$ cat src/rtl/decimator.sv
// Keep-one-in-N decimator with an output FIFO and valid/ready on both sides.
// Define DECIMATOR_LEVEL_EN to expose the registered FIFO occupancy on port 'level'.
module decimator #(
    parameter int DataLengthBits   = 8,
    parameter int DecimationFactor = 4,
    parameter int PhaseOffset      = 0,
    parameter int Depth            = 4
) (
    input  logic                          clk,
    input  logic                          rst,
    input  logic                          sync,
    input  logic [DataLengthBits-1:0]     in,
    input  logic                          in_valid,
    output logic                          in_ready,
    output logic [DataLengthBits-1:0]     out,
    output logic                          out_valid,
    input  logic                          out_ready
`ifdef DECIMATOR_LEVEL_EN
    ,
    output logic [$clog2(Depth+1)-1:0]    level
`endif
);

    localparam int PW = (DecimationFactor > 1) ? $clog2(DecimationFactor) : 1;
    localparam int AW = $clog2(Depth);
    localparam int CW = $clog2(Depth + 1);

    localparam logic [PW-1:0] KeepPhase = PW'(PhaseOffset);
    localparam logic [PW-1:0] LastPhase = PW'(DecimationFactor - 1);
    localparam logic [AW-1:0] LastAddr  = AW'(Depth - 1);
    localparam logic [CW-1:0] FullCount = CW'(Depth);

    initial begin
        if (DecimationFactor < 1)
            $error("decimator: DecimationFactor must be >= 1");
        if (PhaseOffset < 0 || PhaseOffset >= DecimationFactor)
            $error("decimator: PhaseOffset must be in 0..DecimationFactor-1");
        if (Depth < 2)
            $error("decimator: Depth must be >= 2");
    end

    logic [PW-1:0]             phase;
    logic [PW-1:0]             phase_eval;
    logic [PW-1:0]             phase_next;
    logic [DataLengthBits-1:0] mem [Depth];
    logic [AW-1:0]             rd_ptr;
    logic [AW-1:0]             wr_ptr;
    logic [AW-1:0]             rd_next;
    logic [AW-1:0]             wr_next;
    logic [CW-1:0]             count;
    logic [DataLengthBits-1:0] head;
    logic                      keep;
    logic                      accept;
    logic                      push;
    logic                      pop;

    assign out_valid = (count != '0);
    assign out       = head;

`ifdef DECIMATOR_LEVEL_EN
    assign level = count;
`endif

    // sync redirects the sample of this very cycle to phase 0 before the keep decision
    always_comb begin
        phase_eval = sync ? '0 : phase;
        keep       = (phase_eval == KeepPhase);
        pop        = out_valid && out_ready;
        in_ready   = rst && (!keep || (count != FullCount) || pop);
        accept     = in_valid && in_ready;
        push       = accept && keep;
        phase_next = phase_eval;
        if (accept)
            phase_next = (phase_eval == LastPhase) ? '0 : phase_eval + PW'(1);
        rd_next = (rd_ptr == LastAddr) ? '0 : rd_ptr + AW'(1);
        wr_next = (wr_ptr == LastAddr) ? '0 : wr_ptr + AW'(1);
    end

    always_ff @(posedge clk) begin
        if (push)
            mem[wr_ptr] <= in;
    end

    // head is kept in its own register so out is glitch-free and clears on reset
    always_ff @(posedge clk or negedge rst) begin
        if (!rst) begin
            phase  <= '0;
            rd_ptr <= '0;
            wr_ptr <= '0;
            count  <= '0;
            head   <= '0;
        end else begin
            phase <= phase_next;
            if (push)
                wr_ptr <= wr_next;
            if (pop)
                rd_ptr <= rd_next;
            case ({push, pop})
                2'b10:   count <= count + CW'(1);
                2'b01:   count <= count - CW'(1);
                default: count <= count;
            endcase
            if (pop && count > CW'(1))
                head <= mem[rd_next];
            else if (push && (count == '0 || (pop && count == CW'(1))))
                head <= in;
        end
    end

endmodule

$ cat config.mk
export PLATFORM = sky130hd
export DESIGN_NAME = decimator
export DESIGN_NICKNAME = d
export VERILOG_FILES = /design/src/rtl/decimator.sv
export SDC_FILE = /design/constraint.sdc
export NUM_CORES = 1
export LEC_CHECK = 0
export ABC_AREA = 1
export BUFFER_PORTS_ARGS = -buffer_cell sky130_fd_sc_hd__buf_2
export CAP_MARGIN = 20
export CORE_ASPECT_RATIO = 0.8
export CORE_MARGIN = 2
export CORE_UTILIZATION = 60
export CTS_BUF_LIST = sky130_fd_sc_hd__clkbuf_4
export DETAILED_ROUTE_END_ITERATION = 10
export PLACE_DENSITY = 0.88
export SLEW_MARGIN = 15
export SYNTH_ARGS = -nofsm -noshare
export SYNTH_HDL_FRONTEND = slang
export SYNTH_SLANG_ARGS = --single-unit
$ cat constraint.sdc
create_clock -name clk -period 2.5 [get_ports clk]
set_input_delay 0.5 -clock clk [delete_from_list [all_inputs] [get_ports clk]]
set_output_delay 0.5 -clock clk [all_outputs]
set_load 0.05 [all_outputs]
==> Word level (Yosys, flattened, before mapping) <==
Memories as Yosys holds them, arrays and structs flattened.
Cells that the tools add are included.
{ "classes": {"addsub": 5, "eq_ne": 7, "shifts": 0, "bitwise": 0, "n_reduce_logical": 16, "multipliers": 0, "n_lt_le_gt_ge": 1, "n_div": 0, "mux": 10} }
{ "ops": {"columns": ["cell", "n"], "rows": [
  ["8-bit 2-to-1 mux", 2],
  ["2-bit 2-to-1 mux", 5],
  ["2-bit equality test, second input constant", 4],
  ["1-bit logical AND", 7],
  ["2-bit by 1-bit adder with 2-bit output, second input constant", 3],
  ["3-bit one-hot mux with 2 select lines", 1],
  ["2-bit nonzero test", 2],
  ["3-bit by 1-bit adder with 3-bit output, second input constant", 1],
  ["3-bit by 1-bit equality test with 1-bit output, second input constant", 1],
  ["3-bit by 1-bit > comparator with 1-bit output, second input constant", 1],
  ["3-bit zero test", 1],
  ["1-bit logical OR", 3],
  ["3-bit != test, second input constant", 1],
  ["3-bit nonzero test", 1],
  ["3-bit by 1-bit subtractor with 3-bit output, second input constant", 1],
  ["2-bit by 1-bit equality test with 1-bit output, second input constant", 1],
  ["2-bit zero test", 1],
  ["1-bit 2-to-1 mux", 2],
  ["1-bit zero test", 1]
]} }
{ "totals": {"output_inout_bits": 10, "reg_bits": 17, "n_memories": 1, "wordCells": 45, "ram_bits": 32, "mem_bits_ro": 0, "latchBits": 0, "input_bits": 13} }
{ "memory_table": {"columns": ["name", "words", "width", "rd", "rd_ports_with_merged_regs", "wr", "line", "text"], "rows": [
  ["mem", 4, 8, 1, 0, 1, "45", "logic [DataLengthBits-1:0] mem [Depth];"]
]} }

==> Depth between registers and ports, before layout <==
Gate-level depths: netlist of the first run.
{ "depth": {"ltp_word": 11, "ltp_mapped": 13} }

==> Worst setup path before layout of the first run <==
No wires, ideal clock.
{ "synth_path": {"path_kind": "input-to-reg", "start": "input sync", "end": "register count[2]", "required_time_ns": 2.382, "stages": 12, "slack_ns": 0.276, "path_buffers": 0, "arrival_ns": 2.106, "setup_time_ns": 0.118, "cell_sequence": "inv_1 > nand2_1 > ha_1 > nand4_1 > nand3_1 > nor2_1 > inv_1 > ha_1 > nor2_1 > o21ai_0 > xor2_1 > inv_1"} }
{ "synth_between": {"elab_chain_len": 10, "word_cells_on_any_way": 12, "classes_between": "2 x eq/ne; 2 x mux; 8 x reduce/logical"} }
{ "synth_lines": {"columns": ["element", "line", "text"], "rows": [
  ["start, declared", "11", "input logic sync,"],
  ["2-bit 2-to-1 mux *", "66", "phase_eval = sync ? '0 : phase;"],
  ["2-bit zero test *", "67", "keep = (phase_eval == KeepPhase);"],
  ["1-bit zero test", "69", "in_ready = rst && (!keep || (count != FullCount) || pop);"],
  ["1-bit logical OR (2 in series)", "69", null],
  ["1-bit logical AND", "69", null],
  ["1-bit logical AND", "70", "accept = in_valid && in_ready;"],
  ["1-bit logical AND *", "71", "push = accept && keep;"],
  ["2-bit by 1-bit equality test with 1-bit output / 2-bit equality test (equally long branches)", "98", "case ({push, pop})"],
  ["3-bit one-hot mux with 2 select lines / 2-bit nonzero test (equally long branches)", null, null],
  ["end signal, assigned", "99", "2'b10: count <= count + CW'(1);"],
  ["end signal, assigned", "100", "2'b01: count <= count - CW'(1);"],
  ["end signal, assigned", "101", "default: count <= count;"],
  ["end, declared", "50", "logic [CW-1:0] count;"]
]} }
Mark *: on every way between the ends. The rest lies on a longest branch, timed or not.
A chain may end at the register's enable or synchronous reset.

==> Worst setup path in the final report of the first run <==
{ "layout_path": {"start": "input rst", "end": "output in_ready"} }
{ "layout_between": {"elab_chain_len": 1} }
{ "layout_lines": {"columns": ["element", "line", "text"], "rows": [
  ["start, declared", "10", "input logic rst,"],
  ["1-bit logical AND", "69", null],
  ["end, declared", "14", "output logic in_ready,"]
]} }
No other way between the ends.

==> summary.txt, run 1 <==
Reg2reg setup slack -> 300 ps
Detailed placement HPWL -> 3000 µm
Final GP Congestion -> 0.745
Clock power share -> 11.8%
First-pass GRT wire length -> 6950 µm
Hold depth -> 1
Tcrit/Tclk final -> 90.9%
CTS Sinks -> 49
Clock Skews -> 10.4 ps
Clock root cell -> clkbuf_4
Worst Hold Class -> in -> reg
Die X -> 73.0 µm
Die area -> 4320 µm²
Vias per cell -> 5.32
Rows -> 20
Sequential share of the synthesized area -> 60.6%
Hold Crit Endpoint -> mem[1][3]$_DFFE_PP_
Hold WS -> 348 ps
Register share of total power -> 37.8%
WP data required -> 2000 ps
GR Util All Layers -> 22.2%
Share of layout cells above drive strength 1 -> 18.1%
Vias in the first global route -> 1477
Starting DRC count in detailed routing -> 94
Clock buffer depth -> 2
Largest net degree at the start of global routing -> 18
Final instance area -> 2540 µm²
DRT antenna net count -> 0
Critical hold path startpoint -> in[3]
Syn avg cell area -> 10.1 µm²
Total wire length -> 4300 µm
Initial core utilization -> 61.3%
Net count after synthesis -> 250
Max-cap check violation count -> 0
Combinational share of power -> 50.4%
Antenna Cells -> 0
Yosys reg bits -> 49
Critical path class -> in -> out
Num ports -> 23
Port Buffers -> 22
R2r endpoint -> count[2]$_DFFE_PN0P_
Final Hold Viols -> 0
Max-slew headroom -> 60.3%
Data arrival time at the worst-slack endpoint -> 1770 ps
Slew Viols, Final -> 0
Core area -> 3730 µm²
Clock Pin Slew Worst Setup and Hold Paths -> 140 ps
Leakage power -> 1.19 nW
Internal power -> 1.60 mW
1st-pass router iterations -> 5
Reg-to-Reg Start -> count[0]$_DFFE_PN0P_
RSZ-0062 raised after global routing -> no
# Post-CTS Setup Buffers -> 0
Layout Nets -> 283
Filler instances -> 252
Yosys cell types -> 23
Htree depth -> 2
Critical path launch point type -> input pin
CTS tree -> yes
Final Critical Period -> 2270 ps
Pwr dens -> 1180 nW/µm²
Fin Setup TNS -> 0 ps
Reg2reg path depth -> 11
YS warnings -> 0
Initial antenna violation count -> 0
Number of vias after detailed routing -> 1616
Setup Viol. Count Final -> 0
Max Fclk -> 440 MHz
Dpl cell area -> 2480 µm²
Least-Margin Pin Slew -> 594 ps
Total CTS buffers -> 5
DRC viols -> 0
Switch share -> 46.8%
Post-Syn Area -> 2290 µm²
Routed wire per std cell -> 14.1 µm
Endpoint class of the critical path -> output pin
Switching Power -> 1.40 mW
Grt ovf -> 0
Post-Syn Instances -> 226
VDD IR max -> 0.000533 V
Outcome -> finished clean
Largest fanout on the critical path -> 10
Die H -> 59.2 µm
Area grow syn2layout -> 11.3%
Skew-Pair Late Insertion Delay -> 370 ps
==> power by group through the flow <==
stage	clock, mW	combinational, mW	sequential [mW]
4_1_cts	0.361	1.51	1.13
6_report	0.354	1.51	1.13
3_3_place_gp	0	1.48	1.14
5_1_grt	0.391	1.68	1.15
2_1_floorplan	0	0.956	1.35
3_5_place_dp	0	1.51	1.15
==> layout make-up <==
type,instances,area [µm²],area share (%)
Sequential cell,49,1390,54.5
Inverter,21,81.3,3.20
Multi-Input combinational cell,152,795,31.2
Tap cell,44,55.1,2.16
Timing Repair Buffer,30,173,6.78
Clock buffer,5,37.5,1.47
Clock inverter,3,17.5,0.688
==> worst max-delay path, stage by stage <==
cell,delay (ps)
dlygate4sd3_1,530
buf_2,240
inv_1,80
nor2_2,140
buf_2,280
==> metal layers <==
metal  GRT usage, %  wire [µm]  up-vias
met4           7.94         77        0
li1               -          -      812
met2           36.6       2130       42
met5              0          0        -
met3           5.78        192        9
met1           28.8       1900      753
==> timing repair <==
action | in CTS | in global routing
endpoints found under the hold margin | 7 | 0
resized for setup | 0 | 0
hold buffers | 1 | 0
==> cell usage after synthesis <==
cell type  instances  area share, %
nand2_4            2           0.98
nand4_1            1           0.27
clkinv_1           1           0.16
nand2_2            4            1.1
nand3_1           35            7.7
ha_1              11            6.0
edfxtp_1          32             42
nor2_8             1           0.88
inv_4              1           0.27
xor2_1             2           0.77
nand2_1           74             12
buf_2              2           0.44
o21ai_0            6            1.3
nand4_2            1           0.55
dfrtp_1           17             19
nor2_1            11            1.8
inv_1             18            3.0
inv_2              1           0.16
clkbuf_1           1           0.16
nor2_2             1           0.27
buf_6              1           0.49
xnor2_1            2           0.77
a21oi_1            1           0.22
==> through the flow <==
stage          std cells  setup slack [ps]  util (%)  total power [mW]
2_1_floorplan        226               276         -              2.30
3_3_place_gp         295               198      66.5              2.62
3_5_place_dp         295              98.1      66.5              2.66
4_1_cts              304               240      68.3              3.01
5_1_grt              304               110      68.3              3.22
6_report             304               227      68.3              3.00
==> cell usage in the layout, fill, tap and decap left out, types with 2 or more instances in the layout <==
cell | netlist | layout
nand2_1 | 74 | 74
nand3_1 | 35 | 35
edfxtp_1 | 32 | 32
buf_2 | 2 | 22
inv_1 | 18 | 18
dfrtp_1 | 17 | 17
nor2_1 | 11 | 11
ha_1 | 11 | 11
buf_4 | 0 | 7
o21ai_0 | 6 | 6
clkbuf_4 | 0 | 5
nand2_2 | 4 | 4
nand2_4 | 2 | 2
xor2_1 | 2 | 2
clkinv_1 | 1 | 2
xnor2_1 | 2 | 2
==> flip-flops by register name, indices dropped and copies added, names as in the netlist <==
register and cells:
phase 2, count 3, wr_ptr 2, rd_ptr 2, mem 32, out 8
==> logic make-up after synthesis <==
logic type,count (synthesis),synth area share [%]
flops,49,60.6
xor+xnor,4,1.53
buf+inv,25,4.65
simple gates,130,25.7
compound gates,7,1.53
fa+ha+maj,11,6.02
==> how the worst max path moves through the flow <==
stage | startpoint | to | slack [ps] | cells after the start
finish | rst | in_ready | 230 | 5
global route | count[0]$_DFFE_PN0P_ | count[2]$_DFFE_PN0P_ | 110 | 11
CTS | rst | in_ready | 240 | 5
detailed placement | sync | count[2]$_DFFE_PN0P_ | 100 | 13
global placement | sync | count[2]$_DFFE_PN0P_ | 200 | 13
floorplan | sync | count[2]$_DFFE_PN0P_ | 280 | 12
Power figures use the tool's default switching activity.
==> run 2: changes to the inputs <==
BUFFER_PORTS_ARGS = -buffer_cell sky130_fd_sc_hd__clkbuf_2   (was -buffer_cell sky130_fd_sc_hd__buf_2)
==> summary.txt, run 2 (synthesized netlist as in run 1, its figures left out) <==
Outcome -> finished clean
First-pass GRT wire length -> 7470 µm
Num ports -> 23
Max-cap check violation count -> 0
Starting DRC count in detailed routing -> 146
Die X -> 73.0 µm
Port Buffers -> 22
Tcrit/Tclk final -> 92.9%
Most frequent cells in the layout -> nand2_1 (74), nand3_1 (35), edfxtp_1 (32)
Setup Viol. Count Final -> 0
Initial antenna violation count -> 0
Core area -> 3730 µm²
Least-Margin Pin Slew -> 607 ps
Vias per cell -> 5.35
Max reg flops -> 32
Worst path bufs/invs -> 4
Max Fclk -> 430 MHz
Critical path launch point type -> input pin
Clock root cell -> clkbuf_4
Most common cell after layout, fill and taps aside -> nand2_1
Slowest-stage cell, CP -> dlygate4sd3_1
Skew-Pair Late Insertion Delay -> 370 ps
Area grow syn2layout -> 12.6%
Routed wire per std cell -> 14.7 µm
GR Util All Layers -> 23.4%
DRC viols -> 0
Antenna Cells -> 0
Rows -> 20
Critical path class -> in -> out
Final GP Congestion -> 0.772
Grt ovf -> 0
# Post-CTS Setup Buffers -> 0
CTS tree -> yes
Clock buffer depth -> 2
Max-slew headroom -> 59.4%
Final Critical Period -> 2320 ps
Largest net degree at the start of global routing -> 18
Hold WS -> 358 ps
Leakage power -> 1.20 nW
Layout Nets -> 284
Htree depth -> 2
CP delay by family, top -> buffers and inverters
Worst Hold Class -> in -> reg
Number of vias after detailed routing -> 1632
Pwr dens -> 1220 nW/µm²
Clock Pin Slew Worst Setup and Hold Paths -> 140 ps
Data arrival time at the worst-slack endpoint -> 1820 ps
WP data required -> 2000 ps
RSZ-0062 raised after global routing -> no
Total wire length -> 4490 µm
Clock Skews -> 5.73 ps
Initial core utilization -> 61.3%
DRT antenna net count -> 0
Top reg by flops -> mem
Detailed placement HPWL -> 3130 µm
Largest fanout on the critical path -> 11
CTS Sinks -> 49
Die area -> 4320 µm²
CP max stage delay -> 540 ps
Final Hold Viols -> 0
Slew Viols, Final -> 0
Fin Setup TNS -> 0 ps
Endpoint class of the critical path -> output pin
Share of layout cells above drive strength 1 -> 18.4%
Critical path cell sequence -> dlygate4sd3_1 -> buf_2 -> inv_1 -> nor2_2 -> clkbuf_2
1st-pass router iterations -> 4
Vias in the first global route -> 1571
Die H -> 59.2 µm
VDD IR max -> 0.000618 V
Total CTS buffers -> 5
==> run 2: cell count changes in the layout (fill, tap and decap cells not counted), sizes merged <==
cell,change
buf,-20
bufinv,+1
clkbuf,+21
clkinv,-2
clkinvlp,+1
==> run 2: what timing repair did <==
action | in CTS | in global routing
hold buffers | 1 | 0
hold endpoints to repair | 8 | 0
resized for setup | 0 | 1
setup endpoints to repair | 0 | 1
==> run 2: worst paths after layout <==
path                                           start                    to  slack [ps]  cells after the start
worst max-delay path                             rst              in_ready         180                      5
worst min-delay path                           in[0]   mem[3][0]$_DFFE_PP_         360                      1
worst max register to register  count[0]$_DFFE_PN0P_  count[2]$_DFFE_PN0P_         270                     11
worst min register to register    out[4]$_DFFE_PN0P_    out[4]$_DFFE_PN0P_         520                      2
max in group asynchronous                        rst    out[4]$_DFFE_PN0P_        1560                      3
min in group asynchronous                        rst    phase[1]$_DFF_PN0_         540                      2
==> run 2: stage by stage <==
step	power (mW)	area, µm²	worst slack [ps]	utilization (%)	cells
after global placement	2.63	2490	214	66.7	296
after CTS	3.14	2580	180	69.1	305
after floorplan	2.30	2290	276	-	226
after global routing	3.37	2580	15.6	69.1	305
final	3.14	2580	177	69.1	305
after detailed placement	2.69	2490	121	66.7	296
==> run 2: worst reg2reg max path: cells and delay by family (launching register included) <==
family,cells,cell delay (ps)
xor+xnor,1,140
compound gates,1,100
simple gates,4,540
flops,1,440
fa+ha+maj,2,650
buf+inv,3,280
==> run 2: power breakdown <==
group	switching [mW]	internal, mW
Combinational	1.08	0.469
Sequential	0.103	1.03
Clock	0.250	0.207
Total	1.43	1.71
==> run 2: layer usage <==
layer / part of all wire (%) / GRT usage [%] / up-vias
li1: - / - / 813
met1: 42 / 31.5 / 763
met2: 51 / 39.6 / 51
met3: 6.1 / 4.08 / 5
met4: 0.96 / 6.35 / 0
met5: 0 / 0 / -
==> run 2: area by class of cell <==
| class | count | area (µm²) |
|---|---|---|
| multi-input combinational | 152 | 795 |
| clock inverter | 3 | 41.3 |
| sequential | 49 | 1390 |
| fill | 245 | 1150 |
| inverter | 21 | 81.3 |
| timing repair buffer | 31 | 180 |
| clock buffer | 5 | 37.5 |
| tap | 44 | 55.1 |
